<file path="src/rtl/stream_demux.sv">
// Registered 1-to-LANE_NUM demux: one word per cycle is routed to lane in_sel and lands in that lane's holding register one cycle later.
// Backpressure is per lane: in_ready drops only when the addressed lane is full and not draining; out-of-range selects are always accepted, then counted and dropped.
module stream_demux #(
  parameter int WORD_WIDTH = 8,
  parameter int LANE_NUM   = 8,
  parameter int SEL_WIDTH  = 3
) (
  input  logic                           clk,
  input  logic                           reset_n,
  input  logic                           flush,
  input  logic                           in_valid,
  output logic                           in_ready,
  input  logic [WORD_WIDTH-1:0]          in_word,
  input  logic [SEL_WIDTH-1:0]           in_sel,
  output logic [LANE_NUM-1:0]            out_valid,
  input  logic [LANE_NUM-1:0]            out_ready,
  output logic [LANE_NUM*WORD_WIDTH-1:0] out_word,
  output logic [7:0]                     drop_cnt
);

  localparam logic [SEL_WIDTH:0] LANE_LIM = (SEL_WIDTH+1)'(LANE_NUM);

  logic [WORD_WIDTH-1:0] r_word [LANE_NUM];
  logic [LANE_NUM-1:0]   r_valid;
  logic [7:0]            r_drop;

  logic [LANE_NUM-1:0]   w_sel_hit;
  logic [LANE_NUM-1:0]   w_pop;
  logic [LANE_NUM-1:0]   w_load;
  logic                  w_in_range;
  logic                  w_busy;
  logic                  w_accept;

  // One-hot of the addressed lane; all-zero when in_sel is out of range.
  always_comb begin
    w_sel_hit = '0;
    for (int k = 0; k < LANE_NUM; k++) begin
      w_sel_hit[k] = (in_sel == SEL_WIDTH'(k));
    end
  end

  assign w_in_range = ({1'b0, in_sel} < LANE_LIM);
  assign w_busy     = |(w_sel_hit & r_valid & ~out_ready);
  assign in_ready   = !flush && !w_busy;
  assign w_accept   = in_valid && in_ready;
  assign w_pop      = r_valid & out_ready;
  assign w_load     = {LANE_NUM{w_accept}} & w_sel_hit;

  // Load wins over pop so a same-cycle drain and refill leaves no bubble.
  always_ff @(posedge clk or negedge reset_n) begin
    if (!reset_n) begin
      r_valid <= '0;
      for (int k = 0; k < LANE_NUM; k++) begin
        r_word[k] <= '0;
      end
    end else begin
      for (int k = 0; k < LANE_NUM; k++) begin
        if (flush) begin
          r_valid[k] <= 1'b0;
        end else if (w_load[k]) begin
          r_word[k]  <= in_word;
          r_valid[k] <= 1'b1;
        end else if (w_pop[k]) begin
          r_valid[k] <= 1'b0;
        end
      end
    end
  end

  always_ff @(posedge clk or negedge reset_n) begin
    if (!reset_n) begin
      r_drop <= '0;
    end else if (w_accept && !w_in_range && (r_drop != 8'hFF)) begin
      r_drop <= r_drop + 8'd1;
    end
  end

  generate
    for (genvar g = 0; g < LANE_NUM; g++) begin : g_lane_out
      assign out_word[g*WORD_WIDTH +: WORD_WIDTH] = r_word[g];
    end
  endgenerate

  assign out_valid = r_valid;
  assign drop_cnt  = r_drop;

endmodule
</file>
<file path="config.mk">
export PLATFORM = sky130hd
export DESIGN_NAME = stream_demux
export DESIGN_NICKNAME = d
export VERILOG_FILES = /design/src/rtl/stream_demux.sv
export SDC_FILE = /design/constraint.sdc
export NUM_CORES = 1
export LEC_CHECK = 0
export BUFFER_PORTS_ARGS = -buffer_cell sky130_fd_sc_hd__buf_4
export CORE_ASPECT_RATIO = 1.2
export CORE_UTILIZATION = 38
export DETAILED_ROUTE_END_ITERATION = 16
export GPL_ROUTABILITY_DRIVEN = 0
export SLEW_MARGIN = 20
export SYNTH_ARGS = -nofsm -noshare
export SYNTH_HDL_FRONTEND = slang
export SYNTH_SLANG_ARGS = --single-unit
</file>
<file path="constraint.sdc">
create_clock -name clk -period 1.89 [get_ports clk]
set_input_delay 0.2835 -clock clk [delete_from_list [all_inputs] [get_ports clk]]
set_output_delay 0.2835 -clock clk [all_outputs]
set_load 0.01 [all_outputs]
</file>
## Yosys cells after proc, flatten, opt, wreduce, memory -nomap -nowiden

Index checks and enable logic that the tools add are counted.

- Reductions and logical operators: 22
- Bitwise gates (word level): 6
- Eq/ne operators: 7
- Multiplexer cells: 24

Operator list:

| kind | count |
|---|---|
| 8-bit bitwise AND | 4 |
| 1-bit 2-to-1 mux | 24 |
| 3-bit nonzero test | 8 |
| 2-bit AND reduction | 8 |
| 3-bit equality test (second input constant) | 4 |
| 8-bit inverter | 1 |
| 8-bit OR reduction | 1 |
| 3-bit by 2-bit equality test with 1-bit output (second input constant) | 2 |
| 3-bit by 1-bit equality test with 1-bit output (second input constant) | 1 |
| 3-bit zero test | 1 |
| 1-bit logical AND | 2 |
| 1-bit zero test | 2 |
| 1-bit inverter | 1 |

- Output and inout bits: 81
- Logic and storage cells: 75
- Register bits: 72
- Input bits: 23

## Depth between registers and ports, before layout

- Word-level depth: 10
- Gate-level depth with buffers: 5
- Depth with buffers taken out: 3

## Worst setup path after synthesis

Ideal clock, no wire load.

- Path type: input to register
- Start point: input in_sel[2]
- End point: register r_word, in the netlist out_word[16]
- Arrival: 1.381 ns
- Stages: 4
- Data required time: 1.765 ns
- Slack: 0.384 ns
- Buffers on the path: 1
- Setup time: 0.125 ns
- Path through: nor3b_1 -> and4b_1 -> buf_4 -> mux2_2

- Cells in the longest elaborated chain, start to end: 9
- Elaborated cells between the ends (all ways): 16
- Classes of those cells: 7 x eq/ne; 3 x bitwise; 6 x reduce/logical

Ends and longest elaborated chain:

| what | RTL line | RTL |
|---|---|---|
| start: declaration | 14 | `input logic [SEL_WIDTH-1:0] in_sel,` |
| 3-bit by 1-bit equality test with 1-bit output, or another cell as far along | 38 | `w_sel_hit[k] = (in_sel == SEL_WIDTH'(k));` |
| 8-bit bitwise AND (2 in series) | 43 | `assign w_busy = \|(w_sel_hit & r_valid & ~out_ready);` |
| 8-bit OR reduction | 43 |  |
| 1-bit zero test | 44 | `assign in_ready = !flush && !w_busy;` |
| 1-bit logical AND | 44 |  |
| 1-bit logical AND | 45 | `assign w_accept = in_valid && in_ready;` |
| 8-bit bitwise AND * | 47 | `assign w_load = {LANE_NUM{w_accept}} & w_sel_hit;` |
| 2-bit AND reduction (no line) * | - |  |
| end signal: indexed assignment | 61 | `r_word[k] <= in_word;` |
| end: declaration | 23 | `logic [WORD_WIDTH-1:0] r_word [LANE_NUM];` |

Mark *: on every way between the ends. The rest lies on a longest branch, timed or not.
A chain may end at the register's enable or synchronous reset.

## Worst setup path in the final report

- Start point: register r_valid[0] (netlist: out_valid[0])
- End point: output in_ready

- Cells in the longest elaborated chain, start to end: 5

Ends and longest elaborated chain:

| what | RTL line | RTL |
|---|---|---|
| start: declaration | 24 | `logic [LANE_NUM-1:0] r_valid;` |
| start signal: assignment | 52 | `r_valid <= '0;` |
| start signal: indexed assignment | 59 | `r_valid[k] <= 1'b0;` |
| start signal: indexed assignment | 62 | `r_valid[k] <= 1'b1;` |
| 8-bit bitwise AND (2 in series) | 43 |  |
| 8-bit OR reduction | 43 |  |
| 1-bit zero test | 44 |  |
| 1-bit logical AND | 44 |  |
| end: declaration | 12 | `output logic in_ready,` |

No other way between the ends.

==> run summary <==
Vias per cell - 4.97
Synth area leader - dfrtp_1
WL final - 6890 um
Final Cycle Share - 97.3%
DR vias - 1987
Worst vdd ir - 0.000615 V
Height of the die - 98.4 um
Setup TNS - 0 ps
Post-layout minimum cycle time - 1840 ps
GRT Util Overall - 18.7%
Vias in the first global route - 2002
Setup crit end kind - primary output
Diodes inserted - 0
Initial Util - 40.0%
Placed insts - 381
Asr flop ratio synth - 100%
Commonest non-fill, non-tap cell in the layout - buf_4
Outcome - finished, final reports clean
Most frequent cells in the layout - 107 x buf_4, 72 x dfrtp_1, 64 x mux2_2, 9 x clkbuf_8, 8 x conb_1
Met2 Use GR - 29.0%
Syn_area_per_cell - 15.1 um^2
Clk_lat worst skew - 340 ps
Synth cell types - 30
TritonRoute pass-1 iters - 4
Synth Register Bits - 72
Initial antenna violation count - 0
CTS tree - built
EDFF count, synth - 0
Initial DRC Count - 94
CP max FO - 3
Required @ worst endpoint - 1610 ps
CTS H-tree depth - 3
Critical Path AT - 1550 ps
Max cap viols - 0
Met1 usage in global routing - 24.3%
Synth Cell Area - 2940 um^2
Final hold vios - 0
Die area - 8100 um^2
Ports - 104
Synth-to-Final Area Change - 36.6%
HPWL after DPL - 4820 um
DRT antenna net count - 0
Non-filler cells, final - 400
Max Freq - 544 MHz
Overall power - 4.47 mW
CP startpoint kind - flop
Pwr Density - 1110 nW/um^2
Top post-synthesis cells by area - dfrtp_1 61%, mux2_2 25%, buf_4 2.8%, nand2b_1 1.5%, o21bai_1 1.0%
Clock Skew - 8.06 ps
Inserted Clock Buffers - 9
Dpl ws - 236 ps
Final setup vio count - 0
Root Buffer Master - clkbuf_8
Slew Viols, Final - 0
Worst Hold Class - in -> reg
GRT overflow - 0
Hold Slack - 201 ps
GR Util met3 - 5.61%
Leak Pwr - 1.96 nW
First-pass GRT wire length - 10800 um
Number of port buffers - 95
Clock transition at the registers of the reported paths - 70 ps
Global route hottest layer - met2
Synthesis Warnings - 0
Total clock sinks - 72
PnR worst setup slack - 51.8 ps
Register area share after synthesis - 61.3%
Largest net degree at the start of global routing - 40
CORE AREA - 7360 um^2
Top FF cell, synth - dfrtp_1
Kind of critical path - reg -> out
Final Net Count - 329
Instance count of the mapped netlist - 195
Post-DR wirelength/cell - 17.2 um
Max clock buf depth - 2
Die X - 82.3 um
Hold path depth - 2
Residual DRC - 0
Post-synth top area share - 61.3%
Fraction of layout cells with a size suffix above 1 - 62.9%
Cell Rows - 34
R2R depth - 5
==> worst paths after layout <==
check	startpoint	endpoint	slack [ps]
min in group asynchronous	reset_n	out_valid[6]	430
max	out_valid[0]	in_ready	50
min	flush	out_valid[0]	200
max reg2reg	out_valid[6]	out_word[49]	250
max in group asynchronous	reset_n	out_word[17]	890
min reg2reg	out_word[29]	out_word[29]	510
==> registers in the layout, indices dropped and copies added, names as in the netlist <==
| register | flops |
|---|---|
| out_word | 64 |
| out_valid | 8 |
==> metal layers <==
layer | wire (um) | up-vias
met3 | 400 | 7
met5 | 0 | -
li1 | - | 898
met2 | 3490 | 67
met1 | 2920 | 1015
met4 | 81 | 0
==> stage by stage <==
step	instance area, um^2	util, %
after floorplan	2970	-
after global placement	3770	51.3
after detailed placement	3770	51.3
after CTS	4000	54.3
after global routing	4020	54.6
final	4020	54.6
==> logic make-up (layout without fill, tap and decap cells) <==
family / after synthesis / after routing / share of synthesized area [%]
flip-flops: 72 / 72 / 61.3
multiplexers: 64 / 64 / 24.5
AND/OR/NAND/NOR: 28 / 28 / 7.28
buffers and inverters: 17 / 125 / 3.74
AO/OA/AOI/OAI: 13 / 13 / 3.06
other: 1 / 8 / 0.128
==> power breakdown <==
group / internal, mW / switching, mW
registers: 1.86 / 0.176
logic: 0.675 / 0.456
clock network: 0.733 / 0.564
total: 3.27 / 1.20
==> cell usage after synthesis, drive strengths merged, types with 2 or more instances <==
| cell type | instances |
|---|---|
| dfrtp | 72 |
| mux2 | 64 |
| buf | 15 |
| nand2b | 7 |
| o21bai | 4 |
| and3 | 3 |
| o21ai | 3 |
| nand3b | 2 |
| nand4 | 2 |
| nor2 | 2 |
| nor2b | 2 |
| nor3b | 2 |
| or3b | 2 |
==> worst max-delay path, cell delays in order, from the launching register on <==
cell and delay, ps:
dfrtp_1 360, or3b_2 460, a21oi_2 150, o32ai_1 100
buf_4 150
==> layout make-up <==
type	count	area [um^2]
fill	650	3340
sequential	72	1800
multi-input combinational	113	1060
timing repair buffer	109	833
clock buffer	9	124
tap	90	113
clock inverter	6	83.8
inverter	1	3.75
==> timing repair <==
item,4_1_cts,5_1_grt
setup buffers,1,2
hold buffers,1,0
hold endpoints to repair,33,0
endpoints found under the setup margin,1,1
pin swaps,0,4
gates resized for setup,0,2
(Power assumes the default switching activity.)
